===== src/rtl/mips_multicycle_core.sv =====
// Multicycle MIPS subset core: one shared memory port, FSM-sequenced datapath.
// Halts on illegal opcodes, misaligned load/store addresses and memory timeouts.
module mips_multicycle_core #(
  parameter logic [31:0] RESET_PC = 32'h0000_0000,
  parameter int          NUM_REGS = 32,
  parameter int          MAX_WAIT = 255
) (
  input  logic        clk,
  input  logic        rst,
  output logic        mem_req,
  output logic        mem_we,
  output logic [31:0] mem_addr,
  output logic [31:0] mem_wdata,
  input  logic [31:0] mem_rdata,
  input  logic        mem_ready,
  output logic [31:0] pc_out,
  output logic [2:0]  state_out,
  output logic        halted
);

  localparam int RW = $clog2(NUM_REGS);
  localparam int CW = (MAX_WAIT > 1) ? $clog2(MAX_WAIT) : 1;
  localparam logic [CW-1:0] WAIT_LAST = CW'(MAX_WAIT - 1);

  localparam logic [5:0] OP_RTYPE = 6'h00;
  localparam logic [5:0] OP_J     = 6'h02;
  localparam logic [5:0] OP_BEQ   = 6'h04;
  localparam logic [5:0] OP_ADDI  = 6'h08;
  localparam logic [5:0] OP_LW    = 6'h23;
  localparam logic [5:0] OP_SW    = 6'h2B;

  localparam logic [5:0] FN_ADD = 6'h20;
  localparam logic [5:0] FN_SUB = 6'h22;
  localparam logic [5:0] FN_AND = 6'h24;
  localparam logic [5:0] FN_OR  = 6'h25;
  localparam logic [5:0] FN_SLT = 6'h2A;

  typedef enum logic [2:0] {
    S_FETCH  = 3'd0,
    S_DECODE = 3'd1,
    S_EXEC   = 3'd2,
    S_MEM    = 3'd3,
    S_WB     = 3'd4,
    S_HALT   = 3'd7
  } state_t;

  state_t        state_reg, state_next;
  logic [31:0]   pc_reg, ir_reg, a_reg, b_reg, target_reg, alu_reg, mdr_reg;
  logic [CW-1:0] wait_cnt_reg;
  logic [31:0]   rf [NUM_REGS];

  logic [5:0]    opcode, funct;
  logic [RW-1:0] rs_idx, rt_idx, rd_idx, rf_waddr;
  logic [31:0]   imm_sext, alu_result, rf_wdata;
  logic          is_rtype, is_addi, is_lw, is_sw, is_beq, is_j;
  logic          funct_ok, op_ok, wait_timeout, rf_we;
  logic          unused_bits;

  assign opcode   = ir_reg[31:26];
  assign funct    = ir_reg[5:0];
  assign rs_idx   = ir_reg[21 +: RW];
  assign rt_idx   = ir_reg[16 +: RW];
  assign rd_idx   = ir_reg[11 +: RW];
  assign imm_sext = {{16{ir_reg[15]}}, ir_reg[15:0]};

  assign is_rtype = (opcode == OP_RTYPE);
  assign is_addi  = (opcode == OP_ADDI);
  assign is_lw    = (opcode == OP_LW);
  assign is_sw    = (opcode == OP_SW);
  assign is_beq   = (opcode == OP_BEQ);
  assign is_j     = (opcode == OP_J);

  assign funct_ok = (funct == FN_ADD) || (funct == FN_SUB) || (funct == FN_AND) ||
                    (funct == FN_OR)  || (funct == FN_SLT);
  assign op_ok    = (is_rtype && funct_ok) || is_addi || is_lw || is_sw || is_beq || is_j;

  assign wait_timeout = (wait_cnt_reg == WAIT_LAST);

  // Same adder serves addi and the lw/sw effective address
  always_comb begin
    alu_result = a_reg + imm_sext;
    if (is_rtype) begin
      case (funct)
        FN_ADD:  alu_result = a_reg + b_reg;
        FN_SUB:  alu_result = a_reg - b_reg;
        FN_AND:  alu_result = a_reg & b_reg;
        FN_OR:   alu_result = a_reg | b_reg;
        FN_SLT:  alu_result = {31'b0, $signed(a_reg) < $signed(b_reg)};
        default: alu_result = '0;
      endcase
    end
  end

  assign rf_waddr = is_rtype ? rd_idx : rt_idx;
  assign rf_wdata = is_lw ? mdr_reg : alu_reg;
  assign rf_we    = (state_reg == S_WB) && (rf_waddr != '0);

  always_comb begin
    state_next = state_reg;
    mem_req    = 1'b0;
    mem_we     = 1'b0;
    mem_addr   = '0;
    mem_wdata  = '0;
    case (state_reg)
      S_FETCH: begin
        mem_req  = 1'b1;
        mem_addr = pc_reg;
        if (mem_ready)         state_next = S_DECODE;
        else if (wait_timeout) state_next = S_HALT;
      end
      S_DECODE: state_next = op_ok ? S_EXEC : S_HALT;
      S_EXEC: begin
        if (is_rtype || is_addi)  state_next = S_WB;
        else if (is_lw || is_sw)  state_next = (alu_result[1:0] == 2'b00) ? S_MEM : S_HALT;
        else if (is_beq || is_j)  state_next = S_FETCH;
        else                      state_next = S_HALT;
      end
      S_MEM: begin
        mem_req   = 1'b1;
        mem_we    = is_sw;
        mem_addr  = alu_reg;
        mem_wdata = is_sw ? b_reg : '0;
        if (mem_ready)         state_next = is_lw ? S_WB : S_FETCH;
        else if (wait_timeout) state_next = S_HALT;
      end
      S_WB:    state_next = S_FETCH;
      S_HALT:  state_next = S_HALT;
      default: state_next = S_HALT;
    endcase
    // Bus is quiet for the whole reset so an in-flight access is abandoned
    if (rst) begin
      mem_req   = 1'b0;
      mem_we    = 1'b0;
      mem_addr  = '0;
      mem_wdata = '0;
    end
  end

  always_ff @(posedge clk) begin
    if (rst) begin
      state_reg    <= S_FETCH;
      pc_reg       <= RESET_PC;
      ir_reg       <= '0;
      a_reg        <= '0;
      b_reg        <= '0;
      target_reg   <= '0;
      alu_reg      <= '0;
      mdr_reg      <= '0;
      wait_cnt_reg <= '0;
      for (int i = 0; i < NUM_REGS; i++) rf[i] <= '0;
    end else begin
      state_reg <= state_next;
      if (mem_req) wait_cnt_reg <= mem_ready ? '0 : wait_cnt_reg + CW'(1);
      if (state_reg == S_FETCH && mem_ready) begin
        ir_reg <= mem_rdata;
        pc_reg <= pc_reg + 32'd4;
      end
      if (state_reg == S_DECODE) begin
        a_reg      <= rf[rs_idx];
        b_reg      <= rf[rt_idx];
        target_reg <= pc_reg + {imm_sext[29:0], 2'b00};
      end
      if (state_reg == S_EXEC) begin
        alu_reg <= alu_result;
        if (is_beq && (a_reg == b_reg)) pc_reg <= target_reg;
        if (is_j) pc_reg <= {pc_reg[31:28], ir_reg[25:0], 2'b00};
      end
      if (state_reg == S_MEM && mem_ready) mdr_reg <= mem_rdata;
      if (rf_we) rf[rf_waddr] <= rf_wdata;
    end
  end

  assign pc_out      = pc_reg;
  assign state_out   = state_reg;
  assign halted      = (state_reg == S_HALT);
  assign unused_bits = ^{ir_reg, imm_sext};

endmodule


===== config.mk =====
export PLATFORM = sky130hd
export DESIGN_NAME = mips_multicycle_core
export DESIGN_NICKNAME = d
export VERILOG_FILES = /design/src/rtl/mips_multicycle_core.sv
export SDC_FILE = /design/constraint.sdc
export NUM_CORES = 2
export LEC_CHECK = 0
export BUFFER_PORTS_ARGS = -buffer_cell sky130_fd_sc_hd__buf_4
export CORE_MARGIN = 1
export CORE_UTILIZATION = 38
export CTS_BUF_LIST = sky130_fd_sc_hd__clkbuf_4 sky130_fd_sc_hd__clkbuf_8
export CTS_CLUSTER_SIZE = 24
export DETAILED_ROUTE_END_ITERATION = 10
export SLEW_MARGIN = 40
export SYNTH_ARGS = -nofsm -noshare
export SYNTH_HDL_FRONTEND = slang
export SYNTH_SLANG_ARGS = --single-unit

===== constraint.sdc =====
create_clock -name clk -period 4.3 [get_ports clk]
set_input_delay 0.645 -clock clk [delete_from_list [all_inputs] [get_ports clk]]
set_output_delay 0.645 -clock clk [all_outputs]
set_load 0.05 [all_outputs]

Yosys cells after proc, flatten, opt, wreduce, memory -nomap -nowiden
Memories as Yosys holds them, arrays and structs flattened. A register that Yosys moved wholly into a read port is not among the register bits.
Index checks and enable logic that the tools add are counted.

word-level totals
  bits in registers = 171
  memory bits (writable) = 1024
  bits of input ports = 35
  output and inout bits = 102
  memories = 1

cells by class
  add/sub/neg operators = 6
  order comparisons = 1
  equality and inequality tests = 18
  muxes and demuxes = 36
  bitwise logic cells = 2
  reductions and logical operators = 23

memories
  name  depth  width  rd ports  clocked after Yosys merged registers in  wr ports  RTL line  source
  rf    32     32     2         2                                        32        50        logic [31:0] rf [NUM_REGS];

operator list
  cell                                                  count
  2-to-1 mux 32 bit                                     11
  one-hot mux 32 bit (5 select lines)                   1
  adder 32 bit                                          3
  one-hot mux 32 bit (2 select lines)                   1
  equality test 6 bit (second input constant)           7
  adder 32 x 3 -> 32 bit (second input constant)        1
  bitwise AND 32 bit                                    1
  equality test 32 bit                                  1
  less-than comparator 32 bit                           1
  bitwise OR 32 bit                                     1
  OR reduction 32 bit                                   1
  subtractor 32 bit                                     1
  2-to-1 mux 3 bit                                      9
  one-hot mux 3 bit (5 select lines)                    1
  logical OR 1 bit                                      12
  2-to-1 mux 1 bit                                      10
  2-to-1 mux 5 bit                                      2
  adder 8 x 1 -> 8 bit (second input constant)          1
  equality test 8 bit (second input constant)           1
  2-to-1 mux 8 bit                                      1
  equality test 3 x 2 -> 1 bit (second input constant)  2
  equality test 3 bit (second input constant)           2
  equality test 6 x 2 -> 1 bit (second input constant)  1
  equality test 6 x 3 -> 1 bit (second input constant)  1
  9 further kinds                                       13

Depth between registers and ports, before layout
  depth in word-level cells = 13
  mapped depth = 14
  mapped depth without buffers = 14

Worst setup path before layout
No wires, ideal clock.

  kind = register to output
  start point = reg state_reg[0] (netlist: state_out[0])
  end point = out mem_wdata[22]
  data arrival time = 2701 ps
  setup slack = 954 ps
  cell stages (with the launch flop) = 7
  cell sequence = dfxtp_1 > clkbuf_1 > nand2_1 > nor3_1 > and3_1 > clkbuf_1 > and2_1

between the ends
  word-level cells in the longest chain between the ends = 3

ends and longest elaborated chain
  what                          RTL line  source
  from (decl)                   47        state_t state_reg, state_next;
  from (signal assigned)        152       state_reg <= state_next;
  equality test 3 x 2 -> 1 bit  104       case (state_reg)
  2-to-1 mux 32 bit             104
  2-to-1 mux 32 bit             131       if (rst) begin
  to (decl)                     13        output logic [31:0] mem_wdata,

No other way between the ends.

Final worst setup path
  start point = reg a_reg[20] (read register of rf)
  end point = reg alu_reg[30]

between the ends
  word-level cells in the longest chain between the ends = 3
  elaborated cells on any way between the ends = 5
  classes of those cells = add/sub: 3; mux: 2

ends and longest elaborated chain
  what                                                      RTL line  source
  from (decl)                                               48        logic [31:0] pc_reg, ir_reg, a_reg, b_reg, target_reg, alu_reg, mdr_reg;
  subtractor 32 bit / adder 32 bit (equally long branches)  85, 84
  one-hot mux 32 bit (5 select lines)                       83        case (funct)
  2-to-1 mux 32 bit *                                       82        if (is_rtype) begin
  to (signal assigned)                                      164       alu_reg <= alu_result;
  to (decl)                                                 48

Every way passes the cells marked *; elsewhere a longest branch is shown, timed or not.
A chain may end at the register's enable or synchronous reset.

==> metrics.cfg <==
[global_routing]
grt_max_degree = 113
grt_pass1_vias = 49600
grt_pass1_wl_um = 351000
antenna_found_initial = 3
grt_usage_pct = 26.4
overflow = 0

[critical_path]
crit_buf_inv = 1
crit_family = compound AO/OA/AOI/OAI gates
endpoint_kind = register
required_ns = 5.15
crit_chain = inv_1 -> ha_1 -> a21o_1 -> a21oi_1 -> a21boi_0 -> o21ai_0 -> nand3b_1 -> o21ai_0 -> mux2i_1 -> o21ai_0 -> a211oi_1 -> o211ai_1
slowest_delay_ns = 0.62
arrival_ns = 4.86
cpMaxStageDelayCell = o21ai_0
critPathMaxFanout = 11
worstSetupStartpointType = register
crit_type = register to register
crit_top_cell = o21ai_0

[drt]
wire_per_inst_um = 29.8
firstDrtPassIters = 6
vias = 50500
drtIter0Drc = 6321
postRouteAntennaNets = 0
routed_via_density = 6.13
drc = 0
drt-total-wl_um = 246000

[floorplan]
die_w_um = 428
fp-row-count = 155
die-area_um2 = 183000
fp.dieH_um = 428
start_util_pct = 38.4
io_pins = 137
core_area_um2 = 179000

[yosys]
yosys.area.top_type = edfxtp_1
synthTopCellsByArea = edfxtp_1, mux4_2, dfxtp_1
synth_seq_area_share_pct = 51.4
synth-seq-cells = 1259
synth_compound_area_share_pct = 7.08
synth_top_area_share_pct = 44.6
synthSimpleGateAreaFrac_pct = 11.4
netlist_area_um2 = 69000
ys_warn_count = 0
synth-xor-area-share_pct = 1.32
synth_edf_count = 1024
synthDistinctLibCells = 80
synth_adder_area_share_pct = 3.00
muxShareOfSynthArea_pct = 22.4
async_flop_share_pct = 0
synth_ff_type = edfxtp_1
postSynthCellCount = 5519
synth_top_family_by_area = multiplexers
postSynthAreaPerCell_um2 = 12.5

[job]
drv_cap = 0

[pwr]
leakagePower_nw = 26.2
peakVddDrop_mv = 0.428
power_density_nw_per_um2 = 518

[cells_and_area]
n_fill_cell = 16300
final_cell_count_no_fill = 8245
largest_register_ffs = 1024
final_nets = 5909
final_cell_mix = nor2_1, edfxtp_1, mux4_2, buf_4, nand2_1
drive_gt1_share_pct = 26.0
top_register = rf
final_common_cell = nor2_1
syn_to_final_growth_pct = 14.7

[placed_design]
placed_cells = 7815
place.gp.congestion = 0.946
port_buffers = 136
hpwl_um = 161000

[timing]
fin_tns_setup_ns = 0
drv_slew = 0
max_slew_margin_pct = 39.0
period_share_pct = 93.4
max_clock_freq_mhz = 249
fin_crit_ns = 4.01
rsz0062_at_grt = false
hold_violations = 0
tightestPinTransition_ns = 0.901
finalSetupViolCount = 0
finClkSkew_ns = 0.0860

[clocking]
cts_resized = 0
cts_tree = done
cts_root_buf = clkbuf_8
numCtsBuffers = 215
cts_setup_buffers = 0
clock-sinks = 1259
h-tree-depth = 4
clk_latency_ns = 0.99
cts.clk_slew.worst_paths_ns = 0.07
clockBufferDepth = 3

[outcome]
status = complete, no violations

[worst_hold_path]
hold_path.class = register to register

-- tightest hold or removal path, stage by stage, from the launching register on --
cell and delay [ns]:
dfxtp_1 0.31, nand2_1 0.05, a21oi_1 0.05
-- power breakdown --
group          internal [mW]  leakage (nW)  switching [mW]  total [mW]
Clock                   6.11          2.35            5.39        11.5
Combinational           5.48          11.4            8.95        14.4
Sequential              14.0          12.5            1.12        15.1
Total                   25.5          26.2            15.5        41.0
-- path summary, 6_finish.rpt --
kind                                      from              to  slack (ns)  depth (start not counted)
worst max-delay path                 a_reg[20]     alu_reg[30]        0.29                         12
worst min register to register  target_reg[15]  target_reg[15]        0.45                          2
worst max register to register       a_reg[20]     alu_reg[30]        0.29                         12
worst min-delay path            target_reg[15]  target_reg[15]        0.45                          2
-- cells in the mapped netlist, types with 13 or more instances --
master and count:
o21bai_1 13, and3_1 28, a21o_1 31, a22oi_1 38
xnor2_1 65, buf_1 62, a211oi_1 96, nand4_1 21
or3_1 13, nor2b_1 22, clkbuf_1 422, xor2_1 39
mux2i_1 102, nand2_1 333, and2_1 41, nor3_1 57
nor2_1 1203, a21oi_1 271, mux4_2 640, nand2b_1 55
o211ai_1 21, nand3_1 49, ha_1 159, o21ai_0 106
a22o_1 34, o21a_1 14, dfxtp_1 235, inv_1 120
edfxtp_1 1024, a31oi_1 19
-- cell families (layout without fill, tap and decap cells) --
| logic type | count (synthesis) | count (layout) |
|---|---|---|
| AOI/OAI and AO/OA | 758 | 758 |
| xor gates and xnor gates | 104 | 104 |
| adders and majority gates | 163 | 163 |
| buffers and inverters | 615 | 953 |
| DFF | 1259 | 1259 |
| muxes | 744 | 744 |
| other | 1 | 34 |
| and+or+nand+nor | 1875 | 1875 |
-- layout make-up --
| class | count | area [µm²] | area share (%) |
|---|---|---|---|
| clock inverters | 103 | 882 | 1.11 |
| diodes | 2 | 5.00 | 0.00633 |
| well taps | 2355 | 2950 | 3.72 |
| repair buffers | 439 | 3830 | 4.84 |
| inverters | 120 | 450 | 0.569 |
| flip-flops and latches | 1259 | 35500 | 44.9 |
| multi-input cells | 3676 | 31900 | 40.3 |
| clock buffers | 291 | 3600 | 4.56 |
-- routing by layer --
layer	GRT usage (%)	share of wire, %	vias up
li1	-	-	21100
met5	0	0.011	-
met3	5.63	10	570
met1	33.8	37	25800
met4	11.6	4.6	4
met2	43.0	48	3004
-- per-stage QoR --
stage | instance area, µm² | setup WS (ns) | hold WS, ns | util, % | total power, mW
floorplan | 69100 | 0.954 | 0.432 | - | 24.0
finish | 79100 | 0.285 | 0.452 | 44.1 | 41.0
global placement | 74300 | 0.438 | 0.439 | 41.4 | 29.3
detailed placement | 74300 | 0.462 | 0.445 | 41.4 | 29.4
CTS | 79100 | 0.355 | 0.415 | 44.1 | 40.9
global route | 79100 | 0.134 | 0.471 | 44.1 | 42.5
-- timing repair --
item,4_1_cts,5_1_grt
hold buffers,34,0
endpoints found under the setup margin,0,0
endpoints found under the hold margin,67,0
(Power assumes the default switching activity.)
